<file path="src/rtl/mem_access.sv">
// MEM stage: byte-serial little-endian loads/stores over an 8-bit arbitrated port,
// stalling the pipeline until the access completes and then presenting write-back data.
module mem_access #(
  parameter int ADDR_W = 32,
  parameter int REG_W  = 32
) (
  input  logic              clk,
  input  logic              rst,
  input  logic              mem_en,
  input  logic              mem_we,
  input  logic [2:0]        mem_funct3,
  input  logic [ADDR_W-1:0] mem_addr,
  input  logic [REG_W-1:0]  mem_sdata,
  input  logic [REG_W-1:0]  alu_result,
  input  logic [4:0]        wd_i,
  input  logic              wreg_i,
  output logic              ram_req,
  output logic              ram_wr,
  output logic [ADDR_W-1:0] ram_a,
  output logic [7:0]        ram_dout,
  input  logic              ram_gnt,
  input  logic [7:0]        ram_din,
  output logic              stall_req,
  output logic [4:0]        wb_wd,
  output logic              wb_wreg,
  output logic [REG_W-1:0]  wb_wdata
);

  typedef enum logic [1:0] {S_IDLE, S_REQ, S_WAIT, S_DONE} state_t;

  state_t             r_state;
  logic [2:0]         r_cnt;
  logic [ADDR_W-1:0]  r_addr;
  logic [REG_W-1:0]   r_sdata;
  logic [2:0]         r_f3;
  logic               r_we;
  logic               r_rd_pend;
  logic [1:0]         r_rd_idx;
  logic [7:0]         r_rbuf [4];

  logic [1:0]         w_last_idx;
  logic               w_last;
  logic [4:0]         w_byte_sel;
  logic [31:0]        w_load_data;

  // Size code 11 is treated as a word access.
  always_comb begin
    case (r_f3[1:0])
      2'b00:   w_last_idx = 2'd0;
      2'b01:   w_last_idx = 2'd1;
      default: w_last_idx = 2'd3;
    endcase
  end

  assign w_last     = (r_cnt[1:0] == w_last_idx);
  assign w_byte_sel = {r_cnt[1:0], 3'b000};

  always_ff @(posedge clk) begin
    if (rst) begin
      r_state   <= S_IDLE;
      r_cnt     <= 3'd0;
      r_addr    <= '0;
      r_sdata   <= '0;
      r_f3      <= 3'd0;
      r_we      <= 1'b0;
      r_rd_pend <= 1'b0;
      r_rd_idx  <= 2'd0;
    end else begin
      r_rd_pend <= 1'b0;
      case (r_state)
        S_IDLE: begin
          if (mem_en) begin
            r_addr  <= mem_addr;
            r_sdata <= mem_sdata;
            r_f3    <= mem_funct3;
            r_we    <= mem_we;
            r_cnt   <= 3'd0;
            r_state <= S_REQ;
          end
        end
        S_REQ: begin
          if (ram_gnt) begin
            r_cnt <= r_cnt + 3'd1;
            if (!r_we) begin
              r_rd_pend <= 1'b1;
              r_rd_idx  <= r_cnt[1:0];
            end
            if (w_last) begin
              r_state <= r_we ? S_DONE : S_WAIT;
            end
          end
        end
        S_WAIT:  r_state <= S_DONE;
        default: r_state <= S_IDLE;
      endcase
    end
  end

  // Read data arrives one cycle after its grant; each lane captures its own byte.
  for (genvar gi = 0; gi < 4; gi++) begin : g_rbuf
    always_ff @(posedge clk) begin
      if (rst) begin
        r_rbuf[gi] <= 8'd0;
      end else if (r_rd_pend && (r_rd_idx == 2'(gi))) begin
        r_rbuf[gi] <= ram_din;
      end
    end
  end

  always_comb begin
    case (r_f3[1:0])
      2'b00:   w_load_data = {{24{~r_f3[2] & r_rbuf[0][7]}}, r_rbuf[0]};
      2'b01:   w_load_data = {{16{~r_f3[2] & r_rbuf[1][7]}}, r_rbuf[1], r_rbuf[0]};
      default: w_load_data = {r_rbuf[3], r_rbuf[2], r_rbuf[1], r_rbuf[0]};
    endcase
  end

  // Write-back is suppressed while stalled so no stale result can be committed.
  always_comb begin
    ram_req   = 1'b0;
    ram_wr    = 1'b0;
    ram_a     = '0;
    ram_dout  = 8'd0;
    stall_req = 1'b0;
    wb_wd     = 5'd0;
    wb_wreg   = 1'b0;
    wb_wdata  = '0;
    if (!rst) begin
      case (r_state)
        S_IDLE: begin
          stall_req = mem_en;
          if (!mem_en) begin
            wb_wd    = wd_i;
            wb_wreg  = wreg_i;
            wb_wdata = alu_result;
          end
        end
        S_REQ: begin
          stall_req = 1'b1;
          ram_req   = 1'b1;
          ram_wr    = r_we;
          ram_a     = r_addr + ADDR_W'(r_cnt);
          ram_dout  = r_sdata[w_byte_sel +: 8];
        end
        S_WAIT: stall_req = 1'b1;
        default: begin
          wb_wd    = wd_i;
          wb_wreg  = wreg_i;
          wb_wdata = r_we ? alu_result : w_load_data;
        end
      endcase
    end
  end

endmodule
</file>
<file path="config.mk">
export PLATFORM = sky130hd
export DESIGN_NAME = mem_access
export DESIGN_NICKNAME = d
export VERILOG_FILES = /design/src/rtl/mem_access.sv
export SDC_FILE = /design/constraint.sdc
export NUM_CORES = 1
export LEC_CHECK = 0
export CORE_ASPECT_RATIO = 1.4
export CORE_MARGIN = 1.5
export CORE_UTILIZATION = 50
export DETAILED_ROUTE_END_ITERATION = 10
export PLACE_DENSITY = 0.93
export SLEW_MARGIN = 20
export SYNTH_ARGS = -nofsm -noshare
export SYNTH_HDL_FRONTEND = slang
export SYNTH_SLANG_ARGS = --single-unit
</file>
<file path="constraint.sdc">
create_clock -name clk -period 4.5 [get_ports clk]
set_input_delay 0.9 -clock clk [delete_from_list [all_inputs] [get_ports clk]]
set_output_delay 0.9 -clock clk [all_outputs]
set_load 0.005 [all_outputs]
</file>
# After elaboration in Yosys (flattened, before gate mapping)
# Memories as Yosys holds them, arrays and structs flattened.
# Index checks and enable logic that the tools add are counted.
# word_totals
mem_count,1
latchBits,0
input_bits,118
ff_bits,76
ram_bits,32
word_cells,95
rom_bits,0
output_inout_bits,81
# mem_list
name,words,width,rd,rd_clocked_by_memory_dff,wr,line_no,rtl
r_rbuf,4,8,4,0,4,39,logic [7:0] r_rbuf [4];
# op_classes
mul,0
bitwise_logic,10
n_eq_ne,10
n_reduce_logical,14
muxes,49
n_div,0
n_lt_le_gt_ge,0
add_sub_neg,2
n_shift,1
# ops
cell,n
32-bit 2-to-1 mux,5
32-bit one-hot mux with 2 select lines,2
8-bit 2-to-1 mux,6
32-bit by 3-bit adder with 32-bit output,1
32-bit by 6-bit variable part select with 8-bit output,1
1-bit 2-to-1 mux,23
5-bit 2-to-1 mux,2
5-bit one-hot mux with 2 select lines,1
3-bit AND reduction,3
"2-bit by 1-bit equality test with 1-bit output, second input constant",3
"2-bit equality test, second input constant",3
2-bit logical NOT,3
2-bit 2-to-1 mux,3
3-bit 2-to-1 mux,2
"2-bit != test, second input constant",3
2-bit one-hot mux with 3 select lines,1
3-bit one-hot mux with 2 select lines,1
1-bit logical AND,4
1-bit NOT,4
1-bit bitwise OR,4
1-bit one-hot mux with 2 select lines,2
2-bit one-hot mux with 2 select lines,1
"3-bit by 1-bit adder with 3-bit output, second input constant",1
3-bit OR reduction,1
5 further kinds,6

# Depth between registers and ports, before layout
# depth
word_depth,6
ltp_mapped,9
depth_no_buf,8

# Worst setup path before layout
# Ideal clock, no wire load.
# synth_path
kind,reg2out
start,reg r_cnt[1]
end,out ram_a[28]
path_buffers,1
slack_ns,1.321
path_stages_with_launch,9
arrival_time_ns,2.279
required_ns,3.600
cell_sequence,dfxtp_1 -> buf_1 -> inv_1 -> fa_1 -> nor2b_1 -> o2111ai_2 -> nor3_1 -> or3b_1 -> a21oi_1
# synth_via
elab_chain_cells,3
# synth_lines
element,line_no,rtl
from (decl),32,logic [2:0] r_cnt;
from (signal assigned),83,r_cnt <= r_cnt + 3'd1;
32-bit by 3-bit adder with 32-bit output,142,ram_a = r_addr + ADDR_W'(r_cnt);
32-bit 2-to-1 mux,129,case (r_state)
32-bit 2-to-1 mux,128,if (!rst) begin
to (decl),19,"output logic [ADDR_W-1:0] ram_a,"
# No other way between the ends.

# Final worst setup path
# layout_path
start,reg r_cnt[0]
end,out ram_a[28]
# The elaborated chain is that of the path after synthesis.

==> metrics.txt <==
# TYPE chip_impl_metric gauge
chip_impl_metric{name="pin_count_of_the_biggest_net_entering_global_routing",unit=""} 82
chip_impl_metric{name="syn-mean-instance-area",unit="sq um"} 7.951
chip_impl_metric{name="fin_setup_tns",unit="ns"} 0
chip_impl_metric{name="cp_num_cells",unit=""} 9
chip_impl_info{name="worstPathCellList",value="ha_1 -> inv_1 -> fa_1 -> nor2b_1 -> o2111ai_2 -> nor3_1 -> or3b_1 -> a21oi_1 -> clkdlybuf4s50_1"} 1
chip_impl_metric{name="leakage",unit="uW"} 0.002920
chip_impl_metric{name="worst_ep_required_time",unit="ns"} 3.60
chip_impl_metric{name="sequential_cell_area",unit="sq um"} 2482
chip_impl_info{name="timing.critical_path.slowest_stage_cell",value="sky130_fd_sc_hd__clkdlybuf4s50_1"} 1
chip_impl_metric{name="internal-power",unit="uW"} 2017
chip_impl_metric{name="clock_buffer_count_from_cts",unit=""} 9
chip_impl_metric{name="routed_wirelength",unit="mm"} 16.61
chip_impl_metric{name="finalHoldViolations",unit=""} 0
chip_impl_metric{name="synth_seq_area_share",unit=""} 0.4259
chip_impl_metric{name="drtIter0Drc",unit=""} 300
chip_impl_metric{name="timing.reg2reg.setup_slack",unit="ns"} 2.26
chip_impl_metric{name="grt_first_pass_wirelength",unit="mm"} 25.11
chip_impl_info{name="worstSetupStartpoint",value="r_cnt[0]"} 1
chip_impl_metric{name="design_area",unit="sq um"} 8130
chip_impl_metric{name="post_drt_wl_per_cell",unit="um"} 15.83
chip_impl_metric{name="placement.cell_area",unit="sq um"} 7858
chip_impl_metric{name="power.total",unit="uW"} 3067
chip_impl_metric{name="final_layout_size_suffix_gt1_frac",unit=""} 0.05525
chip_impl_metric{name="slew-limit-headroom",unit=""} 0.3113
chip_impl_metric{name="net-switching-power",unit="uW"} 1050
chip_impl_metric{name="gr-usage-all-layers",unit=""} 0.2630
chip_impl_metric{name="post_cts_resized",unit=""} 0
chip_impl_metric{name="htree_num_levels",unit=""} 3
chip_impl_info{name="hold_path_class",value="flip-flop to flip-flop"} 1
chip_impl_metric{name="remaining_drc_errors",unit=""} 0
chip_impl_metric{name="multi_input_comb_area",unit="sq um"} 3113
chip_impl_metric{name="placement.io_buffers",unit=""} 198
chip_impl_info{name="ctsRootBufferMaster",value="sky130_fd_sc_hd__clkbuf_16"} 1
chip_impl_metric{name="critical_path_buf_inv_count",unit=""} 2
chip_impl_metric{name="die_area",unit="sq um"} 12320
chip_impl_metric{name="final_nets",unit=""} 1027
chip_impl_metric{name="postCtsSetupBuffers",unit=""} 0
chip_impl_info{name="timing.setup.critical_path_class",value="flip-flop to output pin"} 1
chip_impl_metric{name="finClkSkew",unit="ns"} 0.005237
chip_impl_info{name="yosys.area.top_type",value="sky130_fd_sc_hd__dfxtp_1"} 1
chip_impl_metric{name="final.hold.worst_slack",unit="ns"} 0.4536
chip_impl_metric{name="antenna_left",unit=""} 0
chip_impl_metric{name="clock_insertion_delay_worst_skew",unit="ns"} 0.35
chip_impl_metric{name="switching_share",unit=""} 0.3423
chip_impl_info{name="ys_dominant_reg_cell",value="sky130_fd_sc_hd__dfxtp_1"} 1
chip_impl_metric{name="cts_hold_buf",unit=""} 0
chip_impl_metric{name="finalCoreUtilization",unit=""} 0.7171
chip_impl_metric{name="tightest_slew",unit="ns"} 1.029
chip_impl_info{name="netlist_top_cells_count",value="192 x sky130_fd_sc_hd__nand2_1, 109 x sky130_fd_sc_hd__a21oi_1, 76 x sky130_fd_sc_hd__dfxtp_1"} 1
chip_impl_metric{name="cp_max_fanout",unit=""} 15
chip_impl_metric{name="worst_setup_hold_path_clk_slew",unit="ns"} 0.07
chip_impl_metric{name="first_global_vias",unit=""} 5247
chip_impl_info{name="critPathCaptureType",value="output pin"} 1
chip_impl_info{name="rsz0062_at_grt",value="false"} 1
chip_impl_metric{name="seq_power_share",unit=""} 0.415
chip_impl_info{name="critPathLaunchType",value="flip-flop"} 1
chip_impl_metric{name="area_growth_syn_to_layout",unit="%"} 39.50
chip_impl_metric{name="max-clock-path-buffers",unit=""} 2
chip_impl_metric{name="floorplan.initialDensity",unit=""} 0.5140
chip_impl_metric{name="grt.overflow.total",unit=""} 0
chip_impl_info{name="worstHoldEndpoint",value="r_sdata[20]"} 1
chip_impl_metric{name="floorplan.die.height",unit="um"} 130.7
chip_impl_metric{name="period_share",unit=""} 0.9276
chip_impl_metric{name="synth_async_sr_flop_share",unit=""} 0
chip_impl_metric{name="synth.distinct_cells",unit=""} 52
chip_impl_metric{name="worstPathArrival",unit="ns"} 3.27
chip_impl_metric{name="synth_top_cell_area_share",unit=""} 0.2611
chip_impl_metric{name="timing.final.setup_violations",unit=""} 0
chip_impl_metric{name="syn-num-nets",unit=""} 860
chip_impl_metric{name="pwr-share-comb",unit=""} 0.348
chip_impl_metric{name="yosysWarningCount",unit=""} 0
chip_impl_metric{name="post_synth_edffs",unit=""} 32
chip_impl_metric{name="finalCriticalPeriod",unit="ns"} 4.174
chip_impl_metric{name="powerDensity",unit="nW/um^2"} 377.2
chip_impl_metric{name="grt_antenna_before_repair",unit=""} 0
chip_impl_metric{name="rows",unit=""} 46
chip_impl_metric{name="detailed_place_hpwl",unit="mm"} 12.04
chip_impl_info{name="post_synth_main_area_contributors",value="sky130_fd_sc_hd__dfxtp_1 26%, sky130_fd_sc_hd__edfxtp_1 16%, sky130_fd_sc_hd__nand2_1 12%"} 1
chip_impl_metric{name="timing.fmax",unit="MHz"} 239.6
chip_impl_metric{name="vdd.ir_drop.worst",unit="mV"} 0.2587
chip_impl_info{name="cts_tree",value="built"} 1
chip_impl_metric{name="post_synth_instance_area",unit="sq um"} 5828
chip_impl_metric{name="antenna_cells_inserted",unit=""} 0
chip_impl_metric{name="route.vias.total",unit=""} 5714
chip_impl_info{name="regToRegEndpoint",value="r_addr[20]"} 1
chip_impl_metric{name="fill_cells",unit=""} 836
chip_impl_metric{name="synth_cells",unit=""} 733
chip_impl_metric{name="core_area",unit="sq um"} 11340
chip_impl_info{name="crit-reg2reg-launch",value="r_state[0]"} 1
chip_impl_info{name="hp-start",value="r_sdata[20]"} 1
chip_impl_metric{name="reg2regPathDepth",unit=""} 6
chip_impl_metric{name="gp_congestion",unit=""} 0.9128
chip_impl_info{name="worst_path_dominant_cell_family",value="simple AND/OR/NAND/NOR gates"} 1
chip_impl_metric{name="synth_seq_cells",unit=""} 108
chip_impl_info{name="run_status",value="completed"} 1
chip_impl_metric{name="number_of_maximum_capacitance_violations",unit=""} 0
chip_impl_metric{name="critPathMaxStageDelay",unit="ns"} 0.52
chip_impl_metric{name="chipWidth",unit="um"} 94.25
chip_impl_metric{name="timing.final.max_slew_violations",unit=""} 0
chip_impl_metric{name="detail_route.vias_per_cell",unit=""} 5.447
chip_impl_metric{name="power.share.clock",unit=""} 0.238
chip_impl_metric{name="hold_depth",unit=""} 2
chip_impl_metric{name="first_pass_iters",unit=""} 4
chip_impl_metric{name="cts.sink_count",unit=""} 108
chip_impl_info{name="synthMostInstantiatedCell",value="sky130_fd_sc_hd__nand2_1"} 1
chip_impl_metric{name="io_pins",unit=""} 199
[worst reg2reg max path, delay by kind of cell (launching register included)]
| family | cells | cell delay (ns) |
|---|---|---|
| AND/OR/NAND/NOR | 2 | 0.85 |
| buffers and inverters | 2 | 0.47 |
| flip-flops | 1 | 0.39 |
| adder cells (fa/ha/maj) | 1 | 0.29 |
| AO/OA/AOI/OAI | 1 | 0.17 |
[cell families after synthesis]
kind of cell,share of synthesized area
multiplexers,0.03778
AO/OA/AOI/OAI,0.1307
buffers and inverters,0.04165
AND/OR/NAND/NOR,0.3102
adder cells (fa/ha/maj),0.02061
flip-flops,0.4259
XOR/XNOR,0.03306
[through the flow]
stage          worst slack, ns  cells
6_report                0.3259   1049
5_1_grt                 0.1654   1049
4_1_cts                 0.3494   1049
3_5_place_dp            0.6029   1033
3_3_place_gp            0.7378   1033
2_1_floorplan            1.321    733
[metal layers]
metal | global-route usage | vias to the layer above | share of wire | wire length (um)
met5 | 0 | - | 0 | 0
met1 | 0.2947 | 2614 | 0.38 | 6370
met3 | 0.05266 | 45 | 0.075 | 1253
li1 | - | 2803 | - | -
met2 | 0.4714 | 252 | 0.50 | 8372
met4 | 0.1299 | 0 | 0.037 | 609
[layout make-up]
type | count | area share
multi-input combinational | 562 | 0.3829
clock inverter | 5 | 0.003232
tap | 144 | 0.02216
timing repair buffer | 206 | 0.2505
clock buffer | 11 | 0.02986
inverter | 13 | 0.006002
sequential | 108 | 0.3053
[registers in the layout, summed over array words and instances, names as in the netlist]
signal	flops
r_f3	3
r_rd_pend	1
r_rd_idx	2
r_we	1
r_cnt	3
r_sdata	32
r_addr	32
r_state	2
r_rbuf	32
[power groups by stage]
| stage | Sequential, uW | Clock (uW) | Combinational, uW |
|---|---|---|---|
| after floorplan | 1250 | 0 | 653 |
| after global placement | 1280 | 0 | 1030 |
| after detailed placement | 1290 | 0 | 1060 |
| after CTS | 1270 | 739 | 1060 |
| after global routing | 1290 | 778 | 1180 |
| final | 1270 | 729 | 1070 |
[layout by cell type, fill, tap and decap left out, types with 2 or more instances in the layout]
cell type                         Yosys  layout
sky130_fd_sc_hd__clkdlybuf4s50_1      0     197
sky130_fd_sc_hd__nand2_1            192     191
sky130_fd_sc_hd__a21oi_1            109     109
sky130_fd_sc_hd__dfxtp_1             76      76
sky130_fd_sc_hd__and2_1              49      48
sky130_fd_sc_hd__nor2_1              41      41
sky130_fd_sc_hd__edfxtp_1            32      32
sky130_fd_sc_hd__nand3_1             22      22
sky130_fd_sc_hd__nand2b_1            19      19
sky130_fd_sc_hd__inv_1               13      13
sky130_fd_sc_hd__o21ai_0             13      13
sky130_fd_sc_hd__nor3_1              12      12
sky130_fd_sc_hd__xnor2_1             11      11
sky130_fd_sc_hd__xor2_1              11      11
sky130_fd_sc_hd__clkbuf_16            0       9
sky130_fd_sc_hd__nand4_1              8       8
sky130_fd_sc_hd__mux4_2               8       8
sky130_fd_sc_hd__ha_1                 8       8
sky130_fd_sc_hd__buf_4                1       8
sky130_fd_sc_hd__or3_1                7       7
sky130_fd_sc_hd__mux2i_1              4       4
sky130_fd_sc_hd__nor2b_1              4       3
sky130_fd_sc_hd__nor4_2               3       3
sky130_fd_sc_hd__nor3b_1              3       3
sky130_fd_sc_hd__a211oi_1             3       3
sky130_fd_sc_hd__and3_2               2       2
sky130_fd_sc_hd__o21ai_1              2       2
sky130_fd_sc_hd__o31ai_1              2       2
sky130_fd_sc_hd__or4_1                2       2
sky130_fd_sc_hd__and4_1               2       2
sky130_fd_sc_hd__a21o_1               2       2
sky130_fd_sc_hd__a31o_2               2       2
sky130_fd_sc_hd__a31oi_1              2       2
sky130_fd_sc_hd__clkinv_2             0       2
sky130_fd_sc_hd__clkinv_1             0       2
[how the worst max path moves through the flow]
stage	end	slack [ns]
floorplan	ram_a[28]	1.32
global placement	wb_wdata[12]	0.74
detailed placement	wb_wdata[11]	0.60
CTS	ram_a[28]	0.35
global route	ram_a[28]	0.17
finish	ram_a[28]	0.33
(Power assumes the default switching activity.)
